`config.mk`:
```
export PLATFORM = sky130hd
export DESIGN_NAME = core_irq_moderator
export DESIGN_NICKNAME = d
export VERILOG_FILES = /design/src/rtl/core_irq_pkg.sv /design/src/rtl/core_irq_mod_ch.sv /design/src/rtl/core_irq_moderator.sv
export SDC_FILE = /design/constraint.sdc
export NUM_CORES = 1
export LEC_CHECK = 0
export CORE_MARGIN = 3
export CORE_UTILIZATION = 53
export DETAILED_ROUTE_END_ITERATION = 6
export GPL_TIMING_DRIVEN = 0
export PLACE_DENSITY_LB_ADDON = 0.12
export SYNTH_ARGS = -nofsm -noshare
export SYNTH_HDL_FRONTEND = slang
export SYNTH_HIERARCHICAL = 1
export SYNTH_SLANG_ARGS = --single-unit
```
`constraint.sdc`:
```
create_clock -name clk -period 3.3 [get_ports clk]
set_clock_uncertainty 0.15 [all_clocks]
set_input_delay 0.66 -clock clk [delete_from_list [all_inputs] [get_ports clk]]
set_output_delay 0.66 -clock clk [all_outputs]
set_load 0.005 [all_outputs]
```
`src/rtl/core_irq_pkg.sv`:
```
// ---------------------------------------------------------------------------
// core_irq_pkg
// Shared types and constants for the multi-channel IRQ moderator.
//   svc_state_t : shared service FSM states (one-hot)
//   mod_state_t : per-channel moderation FSM states (one-hot)
//   MSI_W       : width of the MSI vector driven to the CFG interface
//   ch_idx_w()  : width of a channel index, never less than 1 bit
// ---------------------------------------------------------------------------
package core_irq_pkg;

  localparam int MSI_W = 8;

  typedef enum logic [4:0] {
    S_IDLE      = 5'b00001,
    S_REQ       = 5'b00010,
    S_CHK       = 5'b00100,
    S_IRQ       = 5'b01000,
    S_WAIT_TBUF = 5'b10000
  } svc_state_t;

  typedef enum logic [2:0] {
    M_IDLE    = 3'b001,
    M_WAIT_EN = 3'b010,
    M_HOLD    = 3'b100
  } mod_state_t;

  function automatic int ch_idx_w(input int n);
    return (n > 1) ? $clog2(n) : 1;
  endfunction

endpackage

```
`src/rtl/core_irq_mod_ch.sv`:
```
// ---------------------------------------------------------------------------
// core_irq_mod_ch
// One interrupt channel: the pending flag plus its moderation FSM
// (wait for the host re-arm, then a programmable holdoff).
// Ports:
//   clk, rst   clock, synchronous active-high reset
//   send_irq   request pulse
//   irq_dis    while high, requests are ignored
//   irq_en     re-arm pulse from the host
//   irq_thr    holdoff threshold, sampled on re-arm
//   done       MSI handshake for this channel completes this cycle
//   pend       registered pending flag
//   eligible   channel may be picked by the arbiter
// ---------------------------------------------------------------------------
module core_irq_mod_ch
  import core_irq_pkg::*;
#(
  parameter int CNT_W = 32
) (
  input  logic             clk,
  input  logic             rst,
  input  logic             send_irq,
  input  logic             irq_dis,
  input  logic             irq_en,
  input  logic [CNT_W-1:0] irq_thr,
  input  logic             done,
  output logic             pend,
  output logic             eligible
);

  logic             pend_reg;
  mod_state_t       mod_reg;
  logic [CNT_W-1:0] cnt_reg;
  logic [CNT_W-1:0] thr_q_reg;

  always_ff @(posedge clk) begin
    if (rst) begin
      pend_reg  <= 1'b0;
      mod_reg   <= M_IDLE;
      cnt_reg   <= '0;
      thr_q_reg <= '0;
    end else begin
      // A new request arriving on the handshake cycle must not be lost,
      // so set has priority over clear.
      if (send_irq && !irq_dis) begin
        pend_reg <= 1'b1;
      end else if (done) begin
        pend_reg <= 1'b0;
      end

      if (done) begin
        mod_reg <= M_WAIT_EN;
      end else begin
        case (mod_reg)
          M_IDLE: begin
            mod_reg <= M_IDLE;
          end
          M_WAIT_EN: begin
            if (irq_en) begin
              mod_reg   <= M_HOLD;
              cnt_reg   <= '0;
              thr_q_reg <= irq_thr;
            end
          end
          M_HOLD: begin
            // Exit on the cycle the count reaches the threshold: thr+1 cycles.
            if (cnt_reg == thr_q_reg) begin
              mod_reg <= M_IDLE;
            end else begin
              cnt_reg <= cnt_reg + CNT_W'(1);
            end
          end
          default: begin
            mod_reg <= M_IDLE;
          end
        endcase
      end
    end
  end

  assign pend     = pend_reg;
  assign eligible = pend_reg && (mod_reg == M_IDLE);

endmodule

```
`src/rtl/core_irq_moderator.sv`:
```
// ---------------------------------------------------------------------------
// core_irq_moderator
// Latches interrupt requests from NUM_CH channels, arbitrates round-robin,
// acquires the TX endpoint (req_ep/my_trn/drv_ep) and issues one MSI per
// grant over the cfg_interrupt handshake with the channel number as vector.
// Ports:
//   clk, rst              clock, synchronous active-high reset
//   irq_en[NUM_CH]        per-channel re-arm pulse
//   irq_dis[NUM_CH]       per-channel request mask (level)
//   irq_thr               per-channel holdoff threshold, CNT_W bits each
//   send_irq[NUM_CH]      per-channel request pulse
//   cfg_interrupt_n       MSI request, active-low (registered)
//   cfg_interrupt_rdy_n   MSI acknowledge, active-low
//   cfg_interrupt_di      MSI vector = served channel (registered)
//   trn_tbuf_av           TX buffer availability
//   my_trn                endpoint grant
//   req_ep, drv_ep        endpoint request / ownership (registered)
//   irq_pending[NUM_CH]   pending flags for status readback
// ---------------------------------------------------------------------------
module core_irq_moderator
  import core_irq_pkg::*;
#(
  parameter int NUM_CH   = 2,
  parameter int CNT_W    = 32,
  parameter int TBUF_BIT = 1
) (
  input  logic                    clk,
  input  logic                    rst,
  input  logic [NUM_CH-1:0]       irq_en,
  input  logic [NUM_CH-1:0]       irq_dis,
  input  logic [NUM_CH*CNT_W-1:0] irq_thr,
  input  logic [NUM_CH-1:0]       send_irq,
  output logic                    cfg_interrupt_n,
  input  logic                    cfg_interrupt_rdy_n,
  output logic [MSI_W-1:0]        cfg_interrupt_di,
  input  logic [3:0]              trn_tbuf_av,
  input  logic                    my_trn,
  output logic                    req_ep,
  output logic                    drv_ep,
  output logic [NUM_CH-1:0]       irq_pending
);

  localparam int CH_W = ch_idx_w(NUM_CH);

  svc_state_t        state_reg;
  logic [CH_W-1:0]   sel_reg;
  logic [CH_W-1:0]   rr_reg;
  logic              req_ep_reg;
  logic              drv_ep_reg;
  logic              cfg_n_reg;
  logic [MSI_W-1:0]  di_reg;

  logic [NUM_CH-1:0] elig;
  logic [NUM_CH-1:0] done_vec;
  logic [NUM_CH-1:0] pend_vec;
  logic              irq_ack;
  logic              tbuf_ok;

  logic              pick_valid;
  logic [CH_W-1:0]   pick_next;
  logic [CH_W:0]     arb_idx;

  assign tbuf_ok = trn_tbuf_av[TBUF_BIT];
  assign irq_ack = (state_reg == S_IRQ) && !cfg_interrupt_rdy_n;

  // Per-channel pend/moderation slices; done fires only for the latched sel.
  genvar gi;
  generate
    for (gi = 0; gi < NUM_CH; gi++) begin : g_ch
      assign done_vec[gi] = irq_ack && (sel_reg == CH_W'(gi));

      core_irq_mod_ch #(
        .CNT_W(CNT_W)
      ) u_ch (
        .clk      (clk),
        .rst      (rst),
        .send_irq (send_irq[gi]),
        .irq_dis  (irq_dis[gi]),
        .irq_en   (irq_en[gi]),
        .irq_thr  (irq_thr[gi*CNT_W +: CNT_W]),
        .done     (done_vec[gi]),
        .pend     (pend_vec[gi]),
        .eligible (elig[gi])
      );
    end
  endgenerate

  // Round-robin: scan from the channel after the last served one, wrapping.
  // The sum rr+1+k is below 2*NUM_CH, so one conditional subtract wraps it.
  always_comb begin
    pick_valid = 1'b0;
    pick_next  = '0;
    arb_idx    = '0;
    for (int k = 0; k < NUM_CH; k++) begin
      arb_idx = {1'b0, rr_reg} + (CH_W+1)'(k + 1);
      if (arb_idx >= (CH_W+1)'(NUM_CH)) begin
        arb_idx = arb_idx - (CH_W+1)'(NUM_CH);
      end
      if (!pick_valid && elig[arb_idx[CH_W-1:0]]) begin
        pick_valid = 1'b1;
        pick_next  = arb_idx[CH_W-1:0];
      end
    end
  end

  // Service FSM. sel is latched once in S_IDLE and held until the handshake,
  // so masking or new requests never redirect an MSI already under way.
  always_ff @(posedge clk) begin
    if (rst) begin
      state_reg  <= S_IDLE;
      sel_reg    <= '0;
      rr_reg     <= CH_W'(NUM_CH - 1);
      req_ep_reg <= 1'b0;
      drv_ep_reg <= 1'b0;
      cfg_n_reg  <= 1'b1;
      di_reg     <= '0;
    end else begin
      case (state_reg)
        S_IDLE: begin
          if (pick_valid) begin
            sel_reg    <= pick_next;
            req_ep_reg <= 1'b1;
            state_reg  <= S_REQ;
          end
        end
        S_REQ: begin
          if (my_trn) begin
            req_ep_reg <= 1'b0;
            drv_ep_reg <= 1'b1;
            state_reg  <= S_CHK;
          end
        end
        S_CHK: begin
          if (tbuf_ok) begin
            cfg_n_reg <= 1'b0;
            di_reg    <= MSI_W'(sel_reg);
            state_reg <= S_IRQ;
          end else begin
            // Release the endpoint while the buffer drains; re-request later.
            drv_ep_reg <= 1'b0;
            state_reg  <= S_WAIT_TBUF;
          end
        end
        S_IRQ: begin
          if (!cfg_interrupt_rdy_n) begin
            cfg_n_reg  <= 1'b1;
            drv_ep_reg <= 1'b0;
            rr_reg     <= sel_reg;
            state_reg  <= S_IDLE;
          end
        end
        S_WAIT_TBUF: begin
          if (tbuf_ok) begin
            req_ep_reg <= 1'b1;
            state_reg  <= S_REQ;
          end
        end
        default: begin
          req_ep_reg <= 1'b0;
          drv_ep_reg <= 1'b0;
          cfg_n_reg  <= 1'b1;
          state_reg  <= S_IDLE;
        end
      endcase
    end
  end

  assign cfg_interrupt_n  = cfg_n_reg;
  assign cfg_interrupt_di = di_reg;
  assign req_ep           = req_ep_reg;
  assign drv_ep           = drv_ep_reg;
  assign irq_pending      = pend_vec;

endmodule

```
==> results.yml <==
outcome:
  status: "completed"
pwr:
  pwr-share-clk_pct: 47.4
  vdd_drop_max_v: 0.000392
  pwr-share-seq_pct: 43.4
  internal_power_mw: 3.23
  switching_share_pct: 23.4
  p_leak_nw: 3.27
  power_switching_uw: 988
  powerDensity_nw_per_um2: 451
  combPwrFrac_pct: 9.2
worst_setup_path:
  path_max_fanout: 10
  crit_path_max_incr_delay_ns: 0.71
  timing_worst_setup_path_type: "input port to flop"
  startpoint_type: "input port"
  cpLargestDelayFamily: "buffers and inverters"
  crit_slowest_cell: "a21boi_1"
  crit_top_cell: "nor3_2"
  critPathCaptureType: "flop"
  cp.required_ns: 3.50
  worstPathArrival_ns: 3.35
  path_cells: "clkdlybuf4s50_1, nor3_2, nor3_2, a21boi_1, clkbuf_1, nand3_1, a31oi_1"
  path_buf_inv: 2
timing:
  worst_pin_slew_ns: 0.799
  rsz0062_at_grt: "no"
  slew_violations: 0
  setup_viol: 0
  fmax_mhz: 317
  relSlewSlack_pct: 46.8
  timing.hold.ws_ns: 0.309
  period_share_pct: 95.5
  min_period_ns: 3.15
  hold_viol_final: 0
final_layout:
  drive_above_1_share_pct: 8.71
  area_growth_pct: 21.5
  final_core_util_pct: 66.5
  fill_cells: 1242
  fin_area_um2: 9340
  n_antenna_cell: 0
  nets: 1159
synthesis:
  synth_top_area_share_pct: 38.3
  synth_cell_types: 60
  post-synth-top-count-cell: "nand2_1"
  yosys_register_bits: 147
  syn_avg_cell_area_um2: 7.89
  yosys.area.top_type: "dfxtp_1"
  synthCells: 975
  async_reset_ff_share_pct: 0
  synth_edf_count: 0
  synth.yosys.seq_area_share_pct: 38.3
  synthTopCellsByCount: "nand2_1, dfxtp_1, a21oi_1, xnor2_1, nand3_1"
  synth_area_um2: 7690
  synth_area_leaders: "dfxtp_1, nand2_1, xnor2_1, a21oi_1, nand3_1"
  yosys_warnings: 6
  synthFlopType: "dfxtp_1"
clocking:
  clk_path_buf_depth: 2
  clk_latency_ns: 0.43
  cts.htree.levels: 4
  cts.clk_slew.worst_paths_ns: 0.06
  cts.sinks: 147
  numCtsBuffers: 17
  holdBufCountCts: 0
  cts_tree: "done"
  root_buffer: "clkbuf_16"
routing:
  via_per_inst: 5.95
  drt-total-wl_um: 21700
  drtIter0Drc: 870
  wl_per_cell_um: 17.1
  vias: 7560
  drtAntennaViolNets: 0
  drc: 0
  firstDrtPassIters: 6
grt:
  grt_remaining_overflow: 0
  grt_use_total_pct: 26.6
  grt_pass1_vias: 6699
  antenna_found_initial: 0
  grt_pass1_wl_um: 34200
  grt_max_degree: 17
placement:
  gp_congestion: 0.930
  dp_hpwl_um: 15500
  placedInstanceArea_um2: 8730
  port_buffers: 79
floorplanning:
  ioPinCount: 91
  core_area_um2: 14000
  die_h_um: 126
  start_util_pct: 54.8
  row_count: 43
  die_area_um2: 16000
  die_w_um: 126
min_path:
  hp-class: "flop to flop"
flow_run:
  max-cap-violations: 0
path summary, 6_finish.rpt:
kind | to | cells after the start | from | slack, ns
worst min register to register | drv_ep | 2 | drv_ep | 0.31
worst max register to register | g_ch[0].u_ch/cnt_reg[24] | 9 | state_reg[3] | 0.24
worst max-delay path | g_ch[0].u_ch/cnt_reg[24] | 7 | cfg_interrupt_rdy_n | 0.15
worst min-delay path | drv_ep | 2 | drv_ep | 0.31
timing repair:
item                                    in CTS  in global routing
setup buffers                                0                  0
endpoints found under the setup margin       0                 11
gates resized for setup                      0                  1
power groups by stage:
stage                     Clock, mW  Sequential [mW]  Combinational (mW)
after global routing           2.09             1.83               0.419
after floorplan                   0             1.86               0.214
final                          2.00             1.83               0.387
after CTS                      2.01             1.83               0.385
after detailed placement          0             1.87               0.383
after global placement            0             1.87               0.381
kinds of logic (layout without fill, tap and decap cells):
logic type / after synthesis / count (layout) / synth area share (%)
AOI/OAI and AO/OA: 205 / 205 / 16.6
muxes: 7 / 7 / 0.911
other: 1 / 7 / 0.0488
xor gates and xnor gates: 71 / 71 / 8.09
adders and majority gates: 2 / 2 / 0.325
buffers and inverters: 72 / 182 / 4.57
and+or+nand+nor: 470 / 470 / 31.2
DFF: 147 / 147 / 38.3
stage by stage:
step / std cells / setup TNS, ns / power (mW) / setup WS, ns
after floorplan: 981 / 0 / 2.08 / 1.01
after global placement: 1240 / -5.17 / 2.25 / -0.169
after detailed placement: 1240 / -4.88 / 2.25 / -0.160
after CTS: 1271 / 0 / 4.23 / 0.233
after global routing: 1271 / 0 / 4.34 / 0.00283
final: 1271 / 0 / 4.21 / 0.148
final cells by class:
class                           instances  area [µm²]  share of cell area [%]
Buffer                                 66         329                    3.52
Clock buffer                           19         453                    4.85
Clock inverter                         12         158                    1.69
Inverter                                6        22.5                   0.241
Multi-Input combinational cell        762        4420                    47.3
Sequential cell                       147        2940                    31.5
Tap cell                              180         225                    2.41
Timing Repair Buffer                   79         791                    8.46
worst reg2reg max path: stages (launching register included):
cell,delay (ns)
dfxtp_1,0.29
buf_2,0.15
nor2b_1,0.16
nand2_1,0.12
nor3_2,0.10
nor3_2,0.42
a21boi_1,0.71
clkbuf_1,0.56
nand3_1,0.15
a31oi_1,0.18
metal layers:
metal | global-route usage (%) | wire length (µm) | share of wire (%) | vias to the layer above
met1 | 39.8 | 10300 | 48 | 3507
met5 | 0 | 0 | 0 | -
met2 | 38.2 | 9110 | 42 | 354
li1 | - | - | - | 3670
met4 | 6.25 | 308 | 1.4 | 0
met3 | 7.03 | 1960 | 9.0 | 29
cell usage in the layout, fill, tap and decap left out, types with 8 or more instances in the layout:
cell type        instances
buf_2                   14
a21oi_1                103
dfxtp_1                147
nand3_1                 67
and3_1                  22
nand2_1                193
or3_1                    8
clkbuf_16               17
a31oi_1                 36
clkdlybuf4s50_1         79
xnor2_1                 69
nand3b_1                 9
o21ai_0                 19
nor2_1                  40
clkbuf_1                35
nor2b_1                  8
nor3_1                  32
nand4_1                 32
nand2b_1                14
buf_4                    9
No activity file was read; power rests on OpenSTA's default activity.
